`src/rtl/ctrl_seq_decoder.sv`:
```
// ctrl_seq_decoder: registered opcode decoder. Each accepted opcode is decoded
// to a one-hot control word that is repeated for (count+1) beats under
// valid/ready flow control. Illegal selects raise a one-cycle error pulse.
module ctrl_seq_decoder #(
  parameter int OPW     = 7,
  parameter int SELW    = 5,
  parameter int NUM_OPS = 26,
  parameter int CNTW    = OPW - SELW
) (
  input  logic                clk,
  input  logic                rst,
  input  logic                in_valid,
  output logic                in_ready,
  input  logic [OPW-1:0]      in_op,
  output logic                out_valid,
  input  logic                out_ready,
  output logic [NUM_OPS-1:0]  out_ctl,
  output logic [CNTW-1:0]     out_step,
  output logic                out_last,
  output logic                err_illegal,
  output logic                busy
);

  localparam logic [SELW:0] NUM_OPS_W = (SELW + 1)'(NUM_OPS);

  typedef enum logic {
    IDLE  = 1'b0,
    ISSUE = 1'b1
  } state_t;

  state_t               state;
  logic [CNTW-1:0]      cnt;
  logic [SELW-1:0]      op_sel;
  logic [CNTW-1:0]      op_cnt;
  logic                 op_legal;
  logic                 accept;
  logic [NUM_OPS-1:0]   dec_ctl;
  logic [CNTW-1:0]      step_inc;

  assign op_sel   = in_op[SELW-1:0];
  assign op_cnt   = in_op[OPW-1:SELW];
  assign op_legal = ({1'b0, op_sel} < NUM_OPS_W);
  assign step_inc = out_step + CNTW'(1);

  // Ready in IDLE, or during the final accepted beat so bursts chain with no bubble.
  assign in_ready = !rst && ((state == IDLE) ||
                             ((state == ISSUE) && out_valid && out_ready && out_last));
  assign accept   = in_valid && in_ready;
  assign busy     = (state == ISSUE);

  // One-hot decode of the select field.
  always_comb begin
    dec_ctl = '0;
    for (int unsigned i = 0; i < NUM_OPS; i++) begin
      if (op_sel == SELW'(i)) dec_ctl[i] = 1'b1;
    end
  end

  // Burst sequencer with registered outputs; a same-cycle accept overrides the
  // end-of-burst return to IDLE.
  always_ff @(posedge clk) begin
    if (rst) begin
      state       <= IDLE;
      cnt         <= '0;
      out_valid   <= 1'b0;
      out_ctl     <= '0;
      out_step    <= '0;
      out_last    <= 1'b0;
      err_illegal <= 1'b0;
    end else begin
      err_illegal <= 1'b0;
      if ((state == ISSUE) && out_ready) begin
        if (!out_last) begin
          out_step <= step_inc;
          out_last <= (step_inc == cnt);
        end else begin
          state     <= IDLE;
          out_valid <= 1'b0;
          out_ctl   <= '0;
          out_step  <= '0;
          out_last  <= 1'b0;
        end
      end
      if (accept) begin
        if (op_legal) begin
          state     <= ISSUE;
          cnt       <= op_cnt;
          out_valid <= 1'b1;
          out_ctl   <= dec_ctl;
          out_step  <= '0;
          out_last  <= (op_cnt == '0);
        end else begin
          err_illegal <= 1'b1;
        end
      end
    end
  end

endmodule

```
`config.mk`:
```
export PLATFORM = sky130hd
export DESIGN_NAME = ctrl_seq_decoder
export DESIGN_NICKNAME = d
export VERILOG_FILES = /design/src/rtl/ctrl_seq_decoder.sv
export SDC_FILE = /design/constraint.sdc
export NUM_CORES = 1
export LEC_CHECK = 0
export BUFFER_PORTS_ARGS = -buffer_cell sky130_fd_sc_hd__buf_2
export CORE_MARGIN = 5
export CORE_UTILIZATION = 52
export DETAILED_ROUTE_END_ITERATION = 16
export PLACE_DENSITY = 0.87
export SLEW_MARGIN = 20
export SYNTH_ARGS = -nofsm -noshare
export SYNTH_HDL_FRONTEND = slang
export SYNTH_SLANG_ARGS = --single-unit
```
`constraint.sdc`:
```
create_clock -name clk -period 3.1 [get_ports clk]
set_input_delay 0.155 -clock clk [delete_from_list [all_inputs] [get_ports clk]]
set_output_delay 0.155 -clock clk [all_outputs]
set_load 0.005 [all_outputs]
```
==> Word-level counts from Yosys, hierarchy flattened <==
Cells that the tools add are included.
{ "classes": {"n_eq_ne": 26, "n_reduce_logical": 12, "order_cmp": 1, "muxes": 47, "n_bitwise": 2, "addsub": 1} }
{ "ops": {"columns": ["cell", "count"], "rows": [
  ["$mux W26", 4],
  ["$eq A5 B5 Y1 const B", 10],
  ["$eq A5 B4 Y1 const B", 8],
  ["$mux W1", 39],
  ["$eq A5 B3 Y1 const B", 4],
  ["$eq A5 B2 Y1 const B", 2],
  ["$mux W2", 4],
  ["$logic_and A1 B1 Y1", 6],
  ["$eq A5 B1 Y1 const B", 1],
  ["$logic_not A5 Y1", 1],
  ["$lt A5 B5 Y1 const B", 1],
  ["$add A2 B1 Y2 const B", 1],
  ["$eq A2 B2 Y1", 1],
  ["$logic_not A2 Y1", 1],
  ["$not A1 Y1", 2],
  ["$reduce_and A2 Y1", 1],
  ["$reduce_or A2 Y1", 1],
  ["$logic_not A1 Y1", 1],
  ["$logic_or A1 B1 Y1", 1]
]} }
{ "word_totals": {"inputBits": 11, "ff_bits": 34, "output_inout_bits": 33} }

==> Depth between registers and ports, before layout <==
{ "depth": {"depth_word": 8, "ltp_mapped": 6} }

==> Least setup slack after synthesis <==
No wires, ideal clock.
{ "synth_timing": {"path_kind": "register to register", "from": "register out_last", "to": "register out_ctl[18]", "period_less_slack_ns": 1.535, "n_path_buf": 1, "path_slack_ns": 1.565, "stages_incl_launch_ff": 6, "arrival_ns": 1.474, "required_time_ns": 3.039, "cell_sequence": "dfxtp_1 and3_1 o211a_1 a211oi_4 buf_6 a22o_1"} }
{ "synth_between": {"elab_chain_len": 5, "word_cells_on_any_way": 8, "classes_between": "mux: 4; reduce/logical: 4"} }
{ "synth_lines": {"columns": ["item", "line", "source"], "rows": [
  ["start, declared", "19", "output logic out_last,"],
  ["start signal, assigned", "75", "out_last <= (step_inc == cnt);"],
  ["start signal, assigned", "91", "out_last <= (op_cnt == '0);"],
  ["branches (longest 4 deep; another with $mux W26)", null, null],
  ["$mux W26 *", "84", "if (accept) begin"],
  ["end signal, assigned", "89", "out_ctl <= dec_ctl;"],
  ["end, declared", "17", "output logic [NUM_OPS-1:0] out_ctl,"]
]} }
Every way passes the cells marked *.
A chain may end at the register's enable or synchronous reset.

==> Final worst setup path <==
{ "layout_timing": {"from": "register state, in the netlist busy", "to": "register out_ctl[8]"} }
{ "layout_between": {"elab_chain_len": 7, "word_cells_on_any_way": 11, "classes_between": "mux: 3; bitwise: 1; reduce/logical: 7"} }
{ "layout_lines": {"columns": ["item", "line", "source"], "rows": [
  ["start, declared", "31", "state_t state;"],
  ["start signal, assigned", "63", "state <= IDLE;"],
  ["start signal, assigned", "77", "state <= IDLE;"],
  ["start signal, assigned", "86", "state <= ISSUE;"],
  ["$logic_and A1 B1 Y1 (3 in series)", "47", "((state == ISSUE) && out_valid && out_ready && out_last));"],
  ["$logic_or A1 B1 Y1", "46", "assign in_ready = !rst && ((state == IDLE) ||"],
  ["$logic_and A1 B1 Y1", "46", null],
  ["$logic_and A1 B1 Y1", "48", "assign accept = in_valid && in_ready;"],
  ["$mux W26 *", "84", null]
]} }
Every way passes the cells marked *; elsewhere a longest branch is shown, timed or not.

==> results.toml <==
[run_status]
status = "complete, no violations"

[cells_and_area]
antenna_cells = 0
drive_above_1_share_pct = 30.6
fin_nets = 184
multi_input_area_um2 = 604
syn_to_final_growth_pct = 22.0
seq_area_um2 = 681
fill_cells = 211

[sta]
timing.fmax_ghz = 0.472
finalCritPeriodShare_pct = 68.4
finalCriticalPeriod_ns = 2.12
finalSetupTns_ns = 0
worst_pin_slew_ns = 1.01
drv_slew = 0
final_hold_viol_count = 0
grt_setup_unrepaired = "false"
slew_headroom_pct = 32.5
fin_worst_skew_ns = 0.00481
setup_viol = 0

[logic_synthesis]
synthesis.instances = 128
synth.distinct_cells = 33
ys_warn_count = 0
syn_avg_cell_area_um2 = 10.4
ys_ff_latch = 34
async_flop_share_pct = 0
synth_edf_count = 0
synth_common_cells = "34 x dfxtp_1, 20 x a22o_1, 11 x nand2_1"
yosysTopAreaCell = "dfxtp_1"
syn_nets = 139
synth.top_cell.area_share_pct = 51.0
synth_area_mm2 = 0.00133
post-synth-top-count-cell = "dfxtp_1"
ys.flop_type = "dfxtp_1"
synthTopCellsByArea = "dfxtp_1 51%, a22o_1 13%, nand2_1 3.1%"
ys_seq_area_share_pct = 51.0

[floorplanning]
initial_utilization_pct = 54.3
ios = 44
coreArea_mm2 = 0.00245
die-area_mm2 = 0.00368
fp.dieW_um = 60.6
rows = 18
die_h_um = 60.6

[grt]
grt_pass1_vias = 1108
grt_start_max_net_pins = 27
grt_pass1_wl_mm = 5.09
grt_usage_pct = 19.1
grt_antenna_before_repair = 0
gr-total-overflow = 0

[power_and_ir_drop]
p_leak_nw = 0.746
powerDensity_mw_per_mm2 = 523
power_mw = 0.850
vdd_drop_max_v = 0.000459

[clock_network]
cts-htree-levels = 2
cts_buffer_depth = 2
cts_tree = "yes"
cts.clk_slew.worst_paths_ns = 0.10
cts_resized = 0
cts-root-buf = "clkbuf_4"
clock_sink_count = 34
postCtsSetupBuffers = 0
hold_buffers = 0
clkLatencyLatePin_ns = 0.34
cts_made_buffers = 5

[setup_path]
worstPathRequired_ns = 3.38
path_class = "reg -> reg"
crit_path_end_kind = "flip-flop"
ff2ff_path_depth = 4
crit_path_top_delay_cell = "a211oi_4"
cpPeakStageDelay_ns = 0.88
r2r_slack_ns = 0.98
worst-path-buf-inv = 1
path_delay_family = "compound AO/OA/AOI/OAI gates"
arrival_ns = 2.40
worstPathMaxFanout = 26
r2r-start = "busy"
path_cells = "inv_1 > o211a_1 > a211oi_4 > a22o_1"
r2r_end = "out_ctl[8]"
worstSetupStartpointType = "flip-flop"

[drt]
vias_per_cell = 5.70
drc_errors = 0
routedWlPerCell_um = 15.6
top_layer = "met4"
wl_mm = 3.16
initialDrtViolationCount = 25
dr_wl_met2_mm = 1.49
drt-pass1-iter-count = 4
drtAntennaViolNets = 0
route.met3.wl_um = 207
met1_length_mm = 1.40
via_count = 1157

[hold_path]
holdPathStages = 3
hold_end = "cnt[1]"
min_from = "in_op[6]"
hold_path_class = "in -> reg"

[placement]
portBuffers = 43
hpwl_mm = 2.32
routabilityCongestion = 0.844

[job]
cap_violations = 0
-- routing by layer --
| metal | vias up | global-route usage, % |
|---|---|---|
| li1 | 567 | - |
| met1 | 546 | 24.2 |
| met2 | 37 | 28.9 |
| met3 | 7 | 6.17 |
| met4 | 0 | 10.5 |
| met5 | - | 0 |
-- through the flow --
stage / hold WS (ns) / setup WS (ns) / util (%) / std cells / cell area, µm²
after CTS: 0.0744 / 1.03 / 66.3 / 203 / 1630
after floorplan: 0.303 / 1.57 / - / 128 / 1330
after global routing: 0.0883 / 0.832 / 66.3 / 203 / 1630
final: 0.0855 / 0.980 / 66.3 / 203 / 1630
after global placement: 0.437 / 1.12 / 62.9 / 196 / 1550
after detailed placement: 0.435 / 1.06 / 62.9 / 196 / 1550
-- cells in the final DEF (no fill, tap or decap) --
| cell type | count |
|---|---|
| a2111oi_2 | 1 |
| a211oi_4 | 1 |
| a21oi_1 | 8 |
| a22o_1 | 20 |
| a311oi_1 | 1 |
| a32o_1 | 4 |
| and2_1 | 1 |
| and2b_1 | 2 |
| and3_1 | 2 |
| and4b_1 | 1 |
| buf_2 | 43 |
| bufinv_16 | 1 |
| clkbuf_4 | 5 |
| clkbuf_8 | 1 |
| dfxtp_1 | 34 |
| inv_1 | 2 |
| mux2i_1 | 1 |
| nand2_1 | 11 |
| nand2b_1 | 3 |
| nand3_1 | 3 |
| nand4b_1 | 1 |
| nor2_1 | 7 |
| nor2b_1 | 2 |
| nor3_1 | 3 |
| nor3b_1 | 1 |
| nor4_1 | 1 |
| nor4b_1 | 2 |
| o211a_1 | 1 |
| o211ai_2 | 1 |
| o21ai_0 | 3 |
| o2bb2ai_1 | 2 |
| or2_1 | 1 |
| or3_1 | 2 |
| xor2_1 | 1 |
-- worst register-to-register path, cell delays in order, from the launching register on --
cell      delay (ns)
dfxtp_1         0.48
inv_1           0.11
o211a_1         0.31
a211oi_4        0.88
a22o_1          0.28
-- flip-flops by register name (all words and copies together) (netlist names) --
name / cells
out_last: 1
cnt: 2
busy: 1
out_valid: 1
out_ctl: 26
err_illegal: 1
out_step: 2
-- cell families after synthesis --
kind of cell | after synthesis | share of synthesized area [%]
AND/OR/NAND/NOR | 43 | 17.4
AO/OA/AOI/OAI | 42 | 26.5
flip-flops | 34 | 51.0
buffers and inverters | 7 | 3.66
XOR/XNOR | 1 | 0.657
multiplexers | 1 | 0.750
-- area by class of cell --
class	count	share of cell area [%]
sequential	34	41.8
inverter	2	0.462
clock inverter	1	1.85
multi-input combinational	87	37.2
clock buffer	6	3.15
tap	30	2.31
timing repair buffer	43	13.2
-- power breakdown --
group	switching, mW	internal, mW	total (mW)
Clock	0.143	0.188	0.330
Combinational	0.0440	0.0243	0.0682
Sequential	0.00776	0.444	0.452
-- worst max path at each step --
| stage | depth (start not counted) | slack (ns) | end | start |
|---|---|---|---|---|
| 6_report | 4 | 0.98 | out_ctl[8] | busy |
| 5_1_grt | 4 | 0.83 | out_ctl[18] | busy |
| 3_3_place_gp | 4 | 1.12 | out_ctl[0] | out_last |
| 2_1_floorplan | 5 | 1.57 | out_ctl[18] | out_last |
| 3_5_place_dp | 4 | 1.06 | out_ctl[21] | out_last |
| 4_1_cts | 4 | 1.03 | out_ctl[21] | out_last |
Note: power is estimated with default switching activity, not from simulation.
